[src/rtl/if_pkg.sv]
/******************************************************************************
 * Module   : if_pkg
 * Desc     : Shared types and constants for the instruction fetch block.
 * Revision : 1.0 - initial release
 ******************************************************************************/
`default_nettype none

package if_pkg;

    localparam int INSTR_W = 32;
    localparam logic [INSTR_W-1:0] PC_STEP   = 32'd4;
    localparam logic [INSTR_W-1:0] INSTR_NOP = 32'h0000_0013;

    typedef enum logic [1:0] {
        IDLE = 2'd0,
        RUN  = 2'd1,
        ERR  = 2'd2
    } fetch_state_t;

    typedef struct packed {
        logic [INSTR_W-1:0] pc;
        logic [INSTR_W-1:0] instr;
    } if_entry_t;

endpackage

`default_nettype wire

[src/rtl/if_fifo.sv]
/******************************************************************************
 * Module   : if_fifo
 * Desc     : Prefetch buffer of {pc, instr} entries; push+pop allowed when full.
 * Revision : 1.0 - initial release
 ******************************************************************************/
`default_nettype none

module if_fifo
    import if_pkg::*;
#(
    parameter int DEPTH = 2
) (
    input  logic      clk,
    input  logic      rst_n,
    input  logic      i_push,
    input  logic      i_pop,
    input  logic      i_flush,
    input  if_entry_t i_wdata,
    output if_entry_t o_rdata,
    output logic      o_full,
    output logic      o_empty
);

    localparam int PTR_W = (DEPTH > 1) ? $clog2(DEPTH) : 1;
    localparam int CNT_W = $clog2(DEPTH + 1);

    if_entry_t        r_mem [DEPTH];
    logic [PTR_W-1:0] r_wr_ptr;
    logic [PTR_W-1:0] r_rd_ptr;
    logic [CNT_W-1:0] r_count;

    logic w_do_push;
    logic w_do_pop;

    assign o_full    = (r_count == CNT_W'(DEPTH));
    assign o_empty   = (r_count == '0);
    assign w_do_pop  = i_pop && !o_empty && !i_flush;
    // A full buffer only accepts a write when the head leaves in the same cycle
    assign w_do_push = i_push && !i_flush && (!o_full || w_do_pop);
    assign o_rdata   = r_mem[r_rd_ptr];

    always_ff @(posedge clk or negedge rst_n) begin
        if (!rst_n) begin
            r_wr_ptr <= '0;
            r_rd_ptr <= '0;
            r_count  <= '0;
        end else if (i_flush) begin
            r_wr_ptr <= '0;
            r_rd_ptr <= '0;
            r_count  <= '0;
        end else begin
            if (w_do_push) begin
                r_wr_ptr <= r_wr_ptr + PTR_W'(1);
            end
            if (w_do_pop) begin
                r_rd_ptr <= r_rd_ptr + PTR_W'(1);
            end
            if (w_do_push && !w_do_pop) begin
                r_count <= r_count + CNT_W'(1);
            end else if (!w_do_push && w_do_pop) begin
                r_count <= r_count - CNT_W'(1);
            end
        end
    end

    generate
        for (genvar g = 0; g < DEPTH; g++) begin : g_mem
            always_ff @(posedge clk or negedge rst_n) begin
                if (!rst_n) begin
                    r_mem[g] <= '0;
                end else if (w_do_push && (r_wr_ptr == PTR_W'(g))) begin
                    r_mem[g] <= i_wdata;
                end
            end
        end
    endgenerate

endmodule

`default_nettype wire

[src/rtl/instruction_fetch.sv]
/******************************************************************************
 * Module   : instruction_fetch
 * Desc     : Fetch PC owner, imem request driver and prefetch FIFO to decode.
 *            Optional macro IFETCH_MISALIGN_CHK_EN adds the misaligned-redirect
 *            ERR state and misalign_err flag.
 * Revision : 1.0 - initial release
 ******************************************************************************/
`default_nettype none

module instruction_fetch
    import if_pkg::*;
#(
    parameter logic [31:0] RESET_PC   = 32'h0000_0000,
    parameter int          FIFO_DEPTH = 2
) (
    input  logic               clk,
    input  logic               rst_n,
    input  logic               fetch_en,
    output logic               imem_req,
    output logic [INSTR_W-1:0] imem_addr,
    input  logic [INSTR_W-1:0] imem_data,
    input  logic               redirect_valid,
    input  logic [INSTR_W-1:0] redirect_pc,
    output logic               if_valid,
    output logic [INSTR_W-1:0] if_instr,
    output logic [INSTR_W-1:0] if_pc,
    input  logic               if_ready,
    output logic               misalign_err
);

    fetch_state_t       r_state;
    fetch_state_t       w_state_nxt;
    logic [INSTR_W-1:0] r_fetch_pc;
    logic               r_out_live;
    logic [INSTR_W-1:0] w_redirect_target;
    logic               w_full;
    logic               w_empty;
    logic               w_pop;
    logic               w_run;
    if_entry_t          w_wdata;
    if_entry_t          w_head;

`ifdef IFETCH_MISALIGN_CHK_EN
    logic w_redirect_misaligned;
    logic r_misalign_err;

    assign w_redirect_misaligned = (redirect_pc[1:0] != 2'b00);
    assign w_redirect_target     = redirect_pc;
    assign misalign_err          = r_misalign_err;

    always_ff @(posedge clk or negedge rst_n) begin
        if (!rst_n) begin
            r_misalign_err <= 1'b0;
        end else if (redirect_valid) begin
            r_misalign_err <= w_redirect_misaligned;
        end
    end
`else
    assign w_redirect_target = redirect_pc & ~32'h3;
    assign misalign_err      = 1'b0;
`endif

    always_comb begin
        w_state_nxt = r_state;
`ifdef IFETCH_MISALIGN_CHK_EN
        // ERR is left only through an aligned redirect
        if (redirect_valid && w_redirect_misaligned) begin
            w_state_nxt = ERR;
        end else if (redirect_valid || (r_state != ERR)) begin
            w_state_nxt = fetch_en ? RUN : IDLE;
        end
`else
        w_state_nxt = fetch_en ? RUN : IDLE;
`endif
    end

    always_ff @(posedge clk or negedge rst_n) begin
        if (!rst_n) begin
            r_state <= IDLE;
        end else begin
            r_state <= w_state_nxt;
        end
    end

    assign w_run     = (r_state == RUN);
    assign w_pop     = !w_empty && if_ready;
    assign imem_req  = w_run && !redirect_valid && (!w_full || w_pop);
    assign imem_addr = r_fetch_pc;

    always_ff @(posedge clk or negedge rst_n) begin
        if (!rst_n) begin
            r_fetch_pc <= RESET_PC;
        end else if (redirect_valid) begin
            r_fetch_pc <= w_redirect_target;
        end else if (imem_req) begin
            r_fetch_pc <= r_fetch_pc + PC_STEP;
        end
    end

    // Empty-head instr reads 0 only until the first edge out of reset, then NOP
    always_ff @(posedge clk or negedge rst_n) begin
        if (!rst_n) begin
            r_out_live <= 1'b0;
        end else begin
            r_out_live <= 1'b1;
        end
    end

    assign w_wdata.pc    = r_fetch_pc;
    assign w_wdata.instr = imem_data;

    if_fifo #(
        .DEPTH (FIFO_DEPTH)
    ) u_fifo (
        .clk     (clk),
        .rst_n   (rst_n),
        .i_push  (imem_req),
        .i_pop   (w_pop),
        .i_flush (redirect_valid),
        .i_wdata (w_wdata),
        .o_rdata (w_head),
        .o_full  (w_full),
        .o_empty (w_empty)
    );

    assign if_valid = !w_empty;
    assign if_pc    = w_empty ? '0 : w_head.pc;
    assign if_instr = !w_empty  ? w_head.instr :
                      r_out_live ? INSTR_NOP : '0;

endmodule

`default_nettype wire

[config.mk]
export PLATFORM = sky130hd
export DESIGN_NAME = instruction_fetch
export DESIGN_NICKNAME = d
export VERILOG_FILES = /design/src/rtl/if_pkg.sv /design/src/rtl/if_fifo.sv /design/src/rtl/instruction_fetch.sv
export SDC_FILE = /design/constraint.sdc
export NUM_CORES = 1
export LEC_CHECK = 0
export BUFFER_PORTS_ARGS = -buffer_cell sky130_fd_sc_hd__buf_4
export CAP_MARGIN = 20
export CORE_MARGIN = 10
export CORE_UTILIZATION = 56
export CTS_CLUSTER_DIAMETER = 150
export DETAILED_ROUTE_END_ITERATION = 16
export PLACE_DENSITY = 0.81
export SYNTH_ARGS = -nofsm -noshare
export SYNTH_HDL_FRONTEND = slang
export SYNTH_HIERARCHICAL = 1
export SYNTH_SLANG_ARGS = --single-unit
[constraint.sdc]
create_clock -name clk -period 3.22 [get_ports clk]
set_clock_uncertainty 0.1 [all_clocks]
set_input_delay 0.483 -clock clk [delete_from_list [all_inputs] [get_ports clk]]
set_output_delay 0.483 -clock clk [all_outputs]
set_load 0.05 [all_outputs]
# Yosys cells after proc, flatten, opt, wreduce, memory -nomap -nowiden
# Cells that the tools add are included.
[totals]
ff_bits = 166
in_bits = 69
word_cells = 59
[classes]
add_sub_neg = 5
order_cmp = 1
n_eq_ne = 2
mux = 16
n_bitwise = 2
reduce_logical = 23
[op_table]
columns = ["cell", "count"]
rows = [
  ["2-to-1 mux 64 bit", 3],
  ["2-to-1 mux 32 bit", 4],
  ["adder 32 x 3 -> 32 bit (second input constant)", 1],
  ["logical AND 1 bit", 11],
  ["2-to-1 mux 2 bit", 3],
  ["nonzero test 2 bit", 3],
  ["zero test 1 bit", 5],
  ["2-to-1 mux 1 bit", 5],
  ["2-to-1 mux 5 bit", 1],
  ["nonzero test 3 bit", 1],
  ["adder 1 bit (second input constant)", 2],
  ["adder 2 x 1 -> 2 bit (second input constant)", 1],
  ["== test 2 bit (second input constant)", 1],
  ["greater-or-equal comparator 2 bit (second input constant)", 1],
  ["zero test 2 bit", 1],
  ["logical OR 1 bit", 2],
  ["inverter 1 -> 2 bit", 1],
  ["subtractor 2 x 1 -> 2 bit (second input constant)", 1],
  ["== test 1 bit (second input constant)", 1],
  ["inverter 1 bit", 1],
]

# Logic depth before layout (Yosys ltp)
[depth]
depth_word = 12
depth_mapped = 11
mapped_depth_nobuf = 8

# By module
# The synthesis kept the hierarchy.
[modules_own_cells]
columns = ["mod", "instances", "cells_each", "area_each_um2"]
rows = [
  ["if_fifo", 1, 369, 5938.2],
  ["instruction_fetch", 1, 280, 2404.8],
]

# Worst setup path before layout
# OpenSTA, ideal clock, no wires.
[synth_timing]
kind = "reg-to-reg"
start = "register u_fifo.r_count[0]"
end = "register u_fifo/r_mem[100] (netlist bit)"
setup_time_ns = 0.125
arrival_ns = 2.910
path_slack_ns = 0.085
stages_incl_launch_ff = 11
cell_sequence = "dfrtp_1 nor2_1 nand2b_4 nand2_1 nand2_1 nor2_1 clkbuf_1 or4b_4 buf_6 buf_6 mux2_4"
[synth_between]
elab_chain_cells = 8
elab_cells_between_ends = 13
cone_classes = "eq/ne: 1; reduce/logical: 12"
[synth_rtl]
columns = ["item", "line_no", "text"]
rows = [
  ["start: declaration", "if_fifo.sv:30", "logic [CNT_W-1:0] r_count;"],
  ["start signal: assignment", "if_fifo.sv:59", "r_count <= r_count + CNT_W'(1);"],
  ["start signal: assignment", "if_fifo.sv:61", "r_count <= r_count - CNT_W'(1);"],
  ["zero test 2 bit", "if_fifo.sv:36", "assign o_empty = (r_count == '0);"],
  ["named net w_empty", "instruction_fetch.sv:37", "logic w_empty;"],
  ["zero test 1 bit", "instruction_fetch.sv:86", "assign w_pop = !w_empty && if_ready;"],
  ["logical AND 1 bit", "instruction_fetch.sv:86", ""],
  ["logical OR 1 bit", "instruction_fetch.sv:87", "assign imem_req = w_run && !redirect_valid && (!w_full || w_pop);"],
  ["logical AND 1 bit", "instruction_fetch.sv:87", ""],
  ["named net imem_req", "instruction_fetch.sv:19", "output logic imem_req,"],
  ["logical AND 1 bit (2 in series)", "if_fifo.sv:39", "assign w_do_push = i_push && !i_flush && (!o_full || w_do_pop);"],
  ["logical AND 1 bit", "if_fifo.sv:71", "end else if (w_do_push && (r_wr_ptr == PTR_W'(g))) begin"],
  ["end signal: indexed assignment", "if_fifo.sv:72", "r_mem[g] <= i_wdata;"],
  ["end: declaration", "if_fifo.sv:27", "if_entry_t r_mem [DEPTH];"],
]
# The timed path passes the listed nets, and every way through them passes these cells.
# A chain may end at the register's enable or synchronous reset.

# Worst setup path in the final report
[layout_timing]
start = "register u_fifo.r_count[0]"
end = "output if_instr[4]"
[layout_between]
elab_chain_cells = 2
[layout_rtl]
columns = ["item", "line_no", "text"]
rows = [
  ["zero test 2 bit", "if_fifo.sv:36", ""],
  ["named net w_empty", "instruction_fetch.sv:37", ""],
  ["2-to-1 mux 32 bit", "instruction_fetch.sv:128", "assign if_instr = !w_empty ? w_head.instr :"],
  ["end: declaration", "instruction_fetch.sv:25", "output logic [INSTR_W-1:0] if_instr,"],
]
# The timed path passes the listed nets, and every way through them passes these cells.

==> results.tsv <==
metric	value	unit
overflow	0	
yosys-top-cells-count	dfrtp_1 (164), mux2_2 (145), nor2b_1 (63), mux2_4 (49), nand2_1 (37)	
utilization	70.8	%
maxCapViolCount	0	
fin_total_pwr	6.64	mW
yosys_warnings	6	
place.gp.congestion	0.855	
nets	882	
slew_violations	0	
track_usage	19.5	%
clkSinkCount	164	
fin_ws	351	ps
synth_top_cell_by_area	dfrtp_1	
grt_pass1_vias	6070	
synth_flop_cell	dfrtp_1	
cp.required	2640	ps
seq_area_frac_synth	49.2	%
rsz0062_at_grt	false	
vdd_drop_max	421	uV
critPathBufInv	2	
detailed_place_hpwl	13.8	mm
setup_violations	0	
syn_area_per_cell	12.9	um2
fp.coreArea	14600	um2
finalHoldViolCount	0	
period_minus_slack	2870	ps
grt_pass1_wl	31.7	mm
detail_route.wl_per_cell	19.6	um
cpMaxStageDelayCell	buf_4	
first_pass_iters	4	
avgViaCountPerCell	5.51	
cp_common_cell	buf_4	
insertion_delay	420	ps
dieArea	20200	um2
synth_most_common_cell	dfrtp_1	
start_kind	flop	
p_leak	4.86	nW
synthTopCellsByArea	dfrtp_1 (49%), mux2_2 (20%), mux2_4 (8.8%)	
fin_tns_setup	0	ps
status	completed	
path_delay_family	buffers and inverters	
worst_slew_pin_slew	763	ps
start_util	57.2	%
slowest_delay	610	ps
row_count	44	
clk_pin_slew	60	ps
antenna_found_initial	0	
dpl_worst_slack	589	ps
fin_crit_sh	89.1	%
drc	0	
fp.dieH	142	um
wl	19.7	mm
async_flop_share	100	%
area_delta_synth_final	23.8	%
drt_iter0_drc	239	
hold_class	input pin to flop	
path_cells	nor2_4, buf_4, nand2_1, o21ai_0, buf_4	
ant_nets	0	
arrival	2290	ps
netlist_area	8340	um2
worstHoldStart	fetch_en	
grt_max_degree	74	
synth_edf_count	0	
vias	5558	
clockRootBuffer	clkbuf_16	
ios	168	
worstPathMaxFanout	66	
netlist_instances	649	
stdcell_count	1008	
crit_path_start	u_fifo/r_count[0]$_DFFE_PN0P_	
critPathCaptureType	output pin	
critPathKind	flop to output pin	
drive_gt1_share	51.0	%
yosys.area.top_type_share	49.2	%
tritoncts	yes	
io_buffer_count	162	
htreeDepth	4	
ys_ff_latch	164	
power_density	643	nW/um2
clk_path_buf_depth	2	
placed_cells	976	
slew_headroom	49.1	%
diodes	0	
rr_startpoint	u_fifo/r_count[1]$_DFFE_PN0P_	
cts_inserted_buffers	17	
max_freq	349	MHz
synth.distinct_cells	44	
cts_resized	0	
die_w	142	um
==> area by class of cell <==
class / count / area (um2)
multi-input cells: 442 / 3990
repair buffers: 178 / 1380
inverters: 9 / 33.8
clock buffers: 20 / 457
fillers: 1031 / 4260
clock inverters: 11 / 126
well taps: 184 / 230
flip-flops and latches: 164 / 4110
==> stage by stage <==
stage          instance area (um2)  hold WS [ps]
2_1_floorplan                 8370          87.4
4_1_cts                      10300          62.7
6_report                     10300          79.1
3_5_place_dp                  9730           380
5_1_grt                      10300          51.6
3_3_place_gp                  9730           375
==> cells in the final DEF (no fill, tap or decap), types with 2 or more instances in the layout <==
| master | count |
|---|---|
| mux2_4 | 49 |
| nand3_1 | 11 |
| clkbuf_8 | 2 |
| bufinv_16 | 2 |
| nand2_1 | 37 |
| nor4_4 | 5 |
| nor2b_1 | 63 |
| and3_2 | 3 |
| nand4_1 | 13 |
| o21ai_0 | 26 |
| dfrtp_1 | 163 |
| buf_4 | 173 |
| xor2_1 | 16 |
| clkbuf_16 | 17 |
| xnor2_1 | 15 |
| inv_6 | 2 |
| and2_1 | 5 |
| clkinvlp_4 | 4 |
| and3_1 | 2 |
| nor2_1 | 6 |
| and4_1 | 2 |
| clkinv_2 | 2 |
| o21ai_1 | 6 |
| conb_1 | 8 |
| inv_1 | 9 |
| buf_12 | 3 |
| mux2_2 | 145 |
| nor3_1 | 5 |
| nand2b_1 | 2 |
| a21oi_1 | 5 |
==> flip-flops by register name (all words and copies together), names as in the netlist <==
| name | cells |
|---|---|
| u_fifo/r_mem | 128 |
| imem_addr | 30 |
| u_fifo/r_count | 2 |
| r_out_live | 1 |
| r_state | 1 |
| u_fifo/r_rd_ptr | 1 |
| u_fifo/r_wr_ptr | 1 |
==> report_power, final <==
part	total [mW]	switching, mW	leakage, nW	internal, mW
sequential	2.84	0.306	2.03	2.53
clock	2.01	0.833	0.275	1.18
combinational	1.79	0.880	2.56	0.908
total	6.64	2.02	4.86	4.62
==> logic make-up after synthesis <==
kind of cell / after synthesis / share of synthesized area, %
mux: 195 / 28.5
buf+inv: 49 / 3.37
fa+ha+maj: 1 / 0.150
other cells: 2 / 0.0900
compound gates: 43 / 3.06
simple gates: 164 / 12.4
xor+xnor: 31 / 3.25
flops: 164 / 49.2
==> worst paths after layout <==
check	to	slack [ps]	cells past startpoint
worst min register to register	u_fifo/r_mem[53]$_DFFE_PN0P_	400	1
max in group asynchronous	u_fifo/r_mem[60]$_DFFE_PN0P_	1670	3
worst max-delay path	if_instr[4]	350	5
worst min-delay path	r_state[0]$_DFF_PN0_	80	1
worst max register to register	u_fifo/r_mem[90]$_DFFE_PN0P_	580	7
min in group asynchronous	imem_addr[7]$_DFFE_PN0P_	480	2
==> metal layers <==
layer  track usage, %  vias up  part of all wire (%)
met5                0        -                     0
met4             5.38        0                   1.2
met2             33.4      146                    51
met3             5.81       17                   6.4
li1                 -     2570                     -
met1             23.3     2825                    41
==> timing repair <==
item	CTS	global route
hold buffers	1	0
buffers inserted	0	0
endpoints found under the hold margin	57	0
Power figures use the tool's default switching activity.
